===== src/rtl/mem_stage_pkg.sv =====
// Shared RV32I pipeline types for the MEM stage: control/data words, memory FSM
// states, load/store funct3 encodings and the access-alignment rule.
package mem_stage_pkg;

   typedef enum logic [1:0] {
      IDLE = 2'd0,
      BUSY = 2'd1,
      DONE = 2'd2
   } mem_state_t;

   typedef enum logic [2:0] {
      lb  = 3'b000,
      lh  = 3'b001,
      lw  = 3'b010,
      lbu = 3'b100,
      lhu = 3'b101
   } load_funct3_t;

   typedef enum logic [2:0] {
      sb = 3'b000,
      sh = 3'b001,
      sw = 3'b010
   } store_funct3_t;

   typedef enum logic [6:0] {
      op_lui   = 7'b0110111,
      op_auipc = 7'b0010111,
      op_jal   = 7'b1101111,
      op_jalr  = 7'b1100111,
      op_br    = 7'b1100011,
      op_load  = 7'b0000011,
      op_store = 7'b0100011,
      op_imm   = 7'b0010011,
      op_reg   = 7'b0110011
   } rv32i_opcode;

   typedef struct packed {
      rv32i_opcode opcode;
      logic [2:0]  funct3;
      logic        dmem_read;
      logic        dmem_write;
      logic [3:0]  mem_byte_enable;
      logic        load_regfile;
      logic [4:0]  rd;
   } rv32i_control_word;

   typedef struct packed {
      logic [31:0] pc;
      logic [31:0] alu_out;
      logic [31:0] rs1_out;
      logic [31:0] rs2_out;
      logic [31:0] data_mdr;
   } rv32i_data_word;

   // Word accesses need off==0, halfword accesses need an even offset;
   // funct3[1:0] carries the width for both loads and stores.
   function automatic logic is_misaligned(input logic [2:0] funct3, input logic [1:0] off);
      logic mis;
      mis = 1'b0;
      case (funct3[1:0])
         2'b10:   mis = (off != 2'b00);
         2'b01:   mis = off[0];
         default: mis = 1'b0;
      endcase
      return mis;
   endfunction

endpackage


===== src/rtl/mem_stage_align.sv =====
// Combinational lane steering: store data/enables shifted onto byte lanes, and
// load data extracted from the read word with sign or zero extension.
module mem_stage_align
   import mem_stage_pkg::*;
(
   input  logic [2:0]  funct3_i,
   input  logic [1:0]  off_i,
   input  logic [31:0] rs2_i,
   input  logic [3:0]  be_i,
   input  logic [31:0] word_i,
   output logic [31:0] wdata_o,
   output logic [3:0]  be_o,
   output logic [31:0] mdr_o
);

   logic [31:0] shifted_s;

   assign shifted_s = word_i >> {off_i, 3'b000};

   // store path: replicate the datum on every lane, enable only the target lanes
   always_comb begin
      wdata_o = rs2_i;
      be_o    = 4'b1111;
      case (funct3_i)
         sb: begin
            wdata_o = {4{rs2_i[7:0]}};
            be_o    = be_i << off_i;
         end
         sh: begin
            wdata_o = {2{rs2_i[15:0]}};
            be_o    = be_i << off_i;
         end
         sw: begin
            wdata_o = rs2_i;
            be_o    = 4'b1111;
         end
         default: begin
            wdata_o = rs2_i;
            be_o    = 4'b1111;
         end
      endcase
   end

   // load path: the addressed byte/half is moved to bit 0 before extension
   always_comb begin
      mdr_o = word_i;
      case (funct3_i)
         lb:      mdr_o = {{24{shifted_s[7]}}, shifted_s[7:0]};
         lh:      mdr_o = {{16{shifted_s[15]}}, shifted_s[15:0]};
         lw:      mdr_o = word_i;
         lbu:     mdr_o = {24'h000000, shifted_s[7:0]};
         lhu:     mdr_o = {16'h0000, shifted_s[15:0]};
         default: mdr_o = word_i;
      endcase
   end

endmodule


===== src/rtl/mem_stage.sv =====
// MEM pipeline stage: drives the data-memory handshake, stalls the pipeline while
// an access is outstanding, aligns store/load data and keeps performance counters.
module mem_stage
   import mem_stage_pkg::*;
#(
   parameter int unsigned CNT_W = 32
) (
   input  logic              clk,
   input  logic              rst,
   input  rv32i_control_word stage_ctrl_i,
   input  rv32i_data_word    stage_data_i,
   input  logic              dmem_resp,
   input  logic [31:0]       dmem_rdata,
   output logic [31:0]       dmem_address,
   output logic              dmem_read,
   output logic              dmem_write,
   output logic [31:0]       dmem_wdata,
   output logic [3:0]        dmem_byte_enable,
   output rv32i_control_word stage_ctrl_o,
   output rv32i_data_word    stage_data_o,
   output logic              mem_stall,
   output logic              misalign,
   output logic [CNT_W-1:0]  perf_loads,
   output logic [CNT_W-1:0]  perf_stores,
   output logic [CNT_W-1:0]  perf_stall_cycles
);

   localparam logic [CNT_W-1:0] CNT_ONE = {{(CNT_W-1){1'b0}}, 1'b1};

   mem_state_t       state_q;
   logic [31:0]      mdr_q;
   logic             op_wr_q;
   logic [CNT_W-1:0] loads_q;
   logic [CNT_W-1:0] stores_q;
   logic [CNT_W-1:0] stall_q;

   logic        mem_op_s;
   logic        is_wr_s;
   logic        is_ld_s;
   logic        misal_s;
   logic        op_ok_s;
   logic        req_s;
   logic [1:0]  off_s;
   logic [31:0] wdata_s;
   logic [31:0] ld_val_s;
   logic [3:0]  be_s;

   assign off_s = stage_data_i.alu_out[1:0];

   // decode the EX/MEM control word; read+write together counts as a write
   always_comb begin
      mem_op_s = stage_ctrl_i.dmem_read | stage_ctrl_i.dmem_write;
      is_wr_s  = stage_ctrl_i.dmem_write;
      is_ld_s  = stage_ctrl_i.dmem_read & ~stage_ctrl_i.dmem_write;
      misal_s  = mem_op_s & is_misaligned(stage_ctrl_i.funct3, off_s);
      op_ok_s  = mem_op_s & ~misal_s;
   end

   mem_stage_align u_align (
      .funct3_i (stage_ctrl_i.funct3),
      .off_i    (off_s),
      .rs2_i    (stage_data_i.rs2_out),
      .be_i     (stage_ctrl_i.mem_byte_enable),
      .word_i   (mdr_q),
      .wdata_o  (wdata_s),
      .be_o     (be_s),
      .mdr_o    (ld_val_s)
   );

   // request is live in IDLE with an aligned op and throughout BUSY; gating on
   // rst drops it the instant reset asserts, before the state register settles
   always_comb begin
      req_s = 1'b0;
      if (!rst) begin
         req_s = 1'b0;
      end else if (state_q == BUSY) begin
         req_s = 1'b1;
      end else if (state_q == IDLE) begin
         req_s = op_ok_s;
      end else begin
         req_s = 1'b0;
      end
   end

   // memory-side and pipeline-side control outputs
   always_comb begin
      dmem_address     = {stage_data_i.alu_out[31:2], 2'b00};
      dmem_read        = req_s & ~is_wr_s;
      dmem_write       = req_s & is_wr_s;
      dmem_wdata       = wdata_s;
      dmem_byte_enable = is_wr_s ? be_s : 4'b1111;
      mem_stall        = req_s;
      misalign         = rst & (state_q == IDLE) & misal_s;
   end

   // MEM/WB payload: loads only present data in DONE, misaligned ops carry zero
   always_comb begin
      stage_ctrl_o = stage_ctrl_i;
      stage_data_o = stage_data_i;
      if (misal_s) begin
         stage_data_o.data_mdr = 32'h0000_0000;
      end else if (is_ld_s) begin
         stage_data_o.data_mdr = (state_q == DONE) ? ld_val_s : 32'h0000_0000;
      end else begin
         stage_data_o.data_mdr = stage_data_i.data_mdr;
      end
   end

   // access FSM, read-data capture and performance counters
   always_ff @(posedge clk or negedge rst) begin
      if (!rst) begin
         state_q  <= IDLE;
         mdr_q    <= 32'h0000_0000;
         op_wr_q  <= 1'b0;
         loads_q  <= '0;
         stores_q <= '0;
         stall_q  <= '0;
      end else begin
         if (req_s) begin
            stall_q <= stall_q + CNT_ONE;
         end
         case (state_q)
            IDLE: begin
               if (op_ok_s) begin
                  op_wr_q <= is_wr_s;
                  if (dmem_resp) begin
                     mdr_q   <= dmem_rdata;
                     state_q <= DONE;
                  end else begin
                     state_q <= BUSY;
                  end
               end
            end
            BUSY: begin
               if (dmem_resp) begin
                  mdr_q   <= dmem_rdata;
                  state_q <= DONE;
               end
            end
            DONE: begin
               if (op_wr_q) begin
                  stores_q <= stores_q + CNT_ONE;
               end else begin
                  loads_q <= loads_q + CNT_ONE;
               end
               state_q <= IDLE;
            end
            default: state_q <= IDLE;
         endcase
      end
   end

   assign perf_loads        = loads_q;
   assign perf_stores       = stores_q;
   assign perf_stall_cycles = stall_q;

endmodule


===== config.mk =====
export PLATFORM = sky130hd
export DESIGN_NAME = mem_stage
export DESIGN_NICKNAME = d
export VERILOG_FILES = /design/src/rtl/mem_stage_pkg.sv /design/src/rtl/mem_stage_align.sv /design/src/rtl/mem_stage.sv
export SDC_FILE = /design/constraint.sdc
export NUM_CORES = 1
export LEC_CHECK = 0
export ABC_AREA = 1
export ABC_CLOCK_PERIOD_IN_PS = 2350
export CAP_MARGIN = 20
export CORE_AREA = 5 5 220 222
export CTS_BUF_LIST = sky130_fd_sc_hd__clkbuf_16
export CTS_CLUSTER_DIAMETER = 40
export CTS_CLUSTER_SIZE = 25
export DETAILED_ROUTE_END_ITERATION = 6
export DIE_AREA = 0 0 225 227
export HOLD_SLACK_MARGIN = 0.1
export PLACE_DENSITY = 0.59
export SLEW_MARGIN = 5
export SYNTH_ARGS = -nofsm -noshare
export SYNTH_HDL_FRONTEND = slang
export SYNTH_HIERARCHICAL = 1
export SYNTH_SLANG_ARGS = --single-unit

===== constraint.sdc =====
create_clock -name clk -period 2.35 [get_ports clk]
set_input_delay 0.47 -clock clk [delete_from_list [all_inputs] [get_ports clk]]
set_output_delay 0.47 -clock clk [all_outputs]
set_load 0.02 [all_outputs]

==> impl_metrics.csv <==
group,metric,value,unit
timing,rsz0062_at_grt,"yes",
clock_tree,root_buffer,"clkbuf_16",
timing,relSlewSlack,0.593,
global_route,grt_pass1_wl,69.5,mm
min_path,hp-class,"input pin to async pin",
detailed_routing,final_antenna_net_count,0,
power_and_ir_drop,powerDensity,566,mW/mm^2
worst_setup_path,r2r-start,"state_q[1]",
worst_setup_path,worst-r2r-setup-slack,0.49,ns
worst_setup_path,r2r-end,"perf_stores[30]",
logic_synthesis,synth_flop_cell,"dfrtp_1",
logic_synthesis,netlist_area,0.0110,sq mm
timing,setup_viol,0,
logic_synthesis,synth_cell_type_count,37,
timing,max_freq,427,MHz
floorplan,rows,79,
worst_setup_path,cp_data_required_time,1.88,ns
worst_setup_path,cp-start-kind,"input pin",
worst_setup_path,critical_path.slowest_cell,"bufbuf_16",
power_and_ir_drop,switching_power,0.00317,W
timing,report.final.slew_viol_count,0,
logic_synthesis,synth_common_cells,"nand2_1 (729), buf_4 (196), nor2_1 (160)",
flow_run,drv_cap,0,
worst_setup_path,crit_top_cell,"nand2_1",
detailed_routing,remaining_drc_errors,0,
cells_and_area,drive_gt1_frac,0.167,
logic_synthesis,netlist_top_cells_area,"dfrtp_1 (30%), nand2_1 (25%), buf_4 (13%)",
placed_design,place_hpwl,38.1,mm
power_and_ir_drop,share_comb_of_total_power,0.357,
status,status,"finished, final reports clean",
logic_synthesis,synth.most_common_cell,"nand2_1",
detailed_routing,num_vias,11600,
logic_synthesis,yosysTopAreaCellShare,0.299,
logic_synthesis,yosys_register_bits,131,
clock_tree,clk_latency,0.43,ns
timing,finalCritPeriodShare,0.997,
timing,hold_slack,0.156,ns
worst_setup_path,crit_fanout,8,
power_and_ir_drop,swShare,0.369,
floorplan,core,0.0462,sq mm
worst_setup_path,crit_path_end_kind,"output port",
power_and_ir_drop,p_int,0.00542,W
logic_synthesis,synthArstFlopShare,1.00,
detailed_routing,post_drt_wl_per_cell,18.5,microns
detailed_routing,drt-pass1-iter-count,6,
timing,fin_ws,0.00727,ns
clock_tree,cts_buffers,17,
worst_setup_path,cp.arrival,1.87,ns
clock_tree,cts_htree_levels,4,
logic_synthesis,yosys.area.top_type,"dfrtp_1",
cells_and_area,area_delta_synth_final,38.4,%
floorplan,start_util,0.237,
cells_and_area,final_net_count,2175,
power_and_ir_drop,seq_power_share,0.344,
global_route,antenna_found_initial,9,
worst_setup_path,r2r_cells,10,
global_route,grt_util_all_layers,0.179,
global_route,grt_start_max_net_pins,112,
worst_setup_path,startpoint,"stage_data_i[96]",
clock_tree,cts_tree,"done",
floorplan,die_height,227,microns
power_and_ir_drop,vdd_drop_max,460,uV
detailed_routing,drt-total-wl,47.7,mm
floorplan,ioPinCount,567,
power_and_ir_drop,clkPwrFrac,0.298,
cells_and_area,final_core_util,0.329,
logic_synthesis,yosysSeqAreaShare,0.299,
placed_design,gp_congestion,0.935,
power_and_ir_drop,leakagePower,7.15,nW
placed_design,place_ws,-0.853,ns
global_route,grt_pass1_vias,11200,
global_route,grt_overflow,0,
clock_tree,cts.sinks,131,
placed_design,port_buffers,320,
timing,hold_violations,0,
timing,finalClockSkew,0.00909,ns
timing,finalCriticalPeriod,2.34,ns
timing,worstMarginPinSlew,0.611,ns
floorplan,die_x,225,microns
clock_tree,clock_path_buffers,2,
floorplan,die_area,0.0511,sq mm
detailed_routing,drtIter0Drc,714,
worst_setup_path,crit_path_max_incr_delay,0.26,ns
logic_synthesis,syn_inst,1732,
logic_synthesis,synth-edff-count,0,
detailed_routing,vias_per_cell,4.49,
logic_synthesis,avgSynthCellArea,6.33,sq um
worst_setup_path,crit_type,"input pin to output port",
logic_synthesis,ys_warn_count,6,
worst_setup_path,crit_chain,"buf_4, bufbuf_16, nand2_1, nand3_2, nand3_4, buf_12, nand4_1, nand3_2, nand2_1, nand2_1, inv_1, buf_6",
clock_tree,clkTransAtPathRegs,0.06,ns
-- metal layers --
metal	up-vias	global-route usage	part of all wire
met5	-	0.00461	0.0010
met4	4	0.0766	0.039
met3	113	0.0536	0.084
met2	443	0.288	0.46
met1	5418	0.224	0.41
li1	5596	-	-
-- cells in the final DEF, fill, tap and decap left out, types with 4 or more instances in the layout --
master           count
clkdlybuf4s50_1    243
or2_2                4
nand3_2             16
clkbuf_16           17
nor2_1             153
inv_1              139
xnor2_1             18
nand3b_1             8
buf_2               16
buf_4              101
dlygate4sd2_1       16
buf_12              18
o21ai_1              4
clkinvlp_4           4
xor2_1              22
nor3_1               4
buf_6               27
nor2_2              15
nand3_1             84
diode_2              7
nand2_4              4
nand2_1            701
clkbuf_2             5
a21oi_1              4
nand4_1             33
o211ai_1            12
nand2_2             33
inv_2               21
a21oi_2              5
dfrtp_1            128
nor2_4              10
o21ai_0             49
-- how the worst max path moves through the flow --
stage,to,slack [ns],cells after the start
6_report,stage_data_o[15],0.007,12
5_1_grt,stage_data_o[20],-0.12,11
4_1_cts,stage_data_o[20],-0.07,13
3_5_place_dp,stage_data_o[24],-0.85,14
3_3_place_gp,stage_data_o[9],-0.83,13
2_1_floorplan,dmem_read,0.17,11
-- registers in the layout, summed over array words and instances (netlist names) --
| register | flops |
|---|---|
| perf_loads | 32 |
| perf_stores | 32 |
| perf_stall_cycles | 32 |
| mdr_q | 32 |
| state_q | 2 |
| op_wr_q | 1 |
-- power groups by stage --
| stage | registers [W] | logic (W) | clock network [W] |
|---|---|---|---|
| 2_1_floorplan | 0.00298 | 0.00171 | 0 |
| 3_3_place_gp | 0.00298 | 0.00291 | 0 |
| 3_5_place_dp | 0.00299 | 0.00291 | 0 |
| 4_1_cts | 0.00296 | 0.00302 | 0.00265 |
| 5_1_grt | 0.00301 | 0.00334 | 0.00274 |
| 6_report | 0.00296 | 0.00307 | 0.00256 |
-- cell type report --
cell class	count	area, sq um
inverter	164	641
timing repair buffer	438	4310
sequential	131	3280
multi-input combinational	1200	5600
clock buffer	17	425
tap	607	759
antenna	7	17.5
timing repair inverter	1	11.3
fill	5029	31000
clock inverter	12	120
-- cell families (layout without fill, tap and decap cells) --
| family | after synthesis | in the layout | share of synthesized area |
|---|---|---|---|
| xor gates and xnor gates | 40 | 40 | 0.0320 |
| buffers and inverters | 402 | 632 | 0.212 |
| and+or+nand+nor | 1076 | 1076 | 0.413 |
| AOI/OAI and AO/OA | 77 | 77 | 0.0385 |
| other | 1 | 9 | 0.000342 |
| DFF | 131 | 131 | 0.299 |
| adders and majority gates | 5 | 5 | 0.00571 |
-- critical path: cells and delay by family --
| kind | cells | cell delay (ns) |
|---|---|---|
| and+or+nand+nor | 7 | 0.70 |
| buffers and inverters | 5 | 0.69 |
-- stage by stage --
stage	instances	area, sq um	setup TNS [ns]	total power [W]
floorplan	1733	11000	0	0.00469
global placement	2522	14200	-56.98	0.00589
detailed placement	2522	14200	-59.49	0.00590
CTS	2562	15000	-0.817	0.00863
global route	2577	15200	-2.11	0.00909
finish	2577	15200	0	0.00859
-- what timing repair did --
action,4_1_cts,5_1_grt
pin swaps,26,23
gates cloned,5,0
setup endpoints to repair,67,54
buffers inserted,9,8
hold buffers,0,0
resized for setup,285,65
No activity file was read; power rests on OpenSTA's default activity.
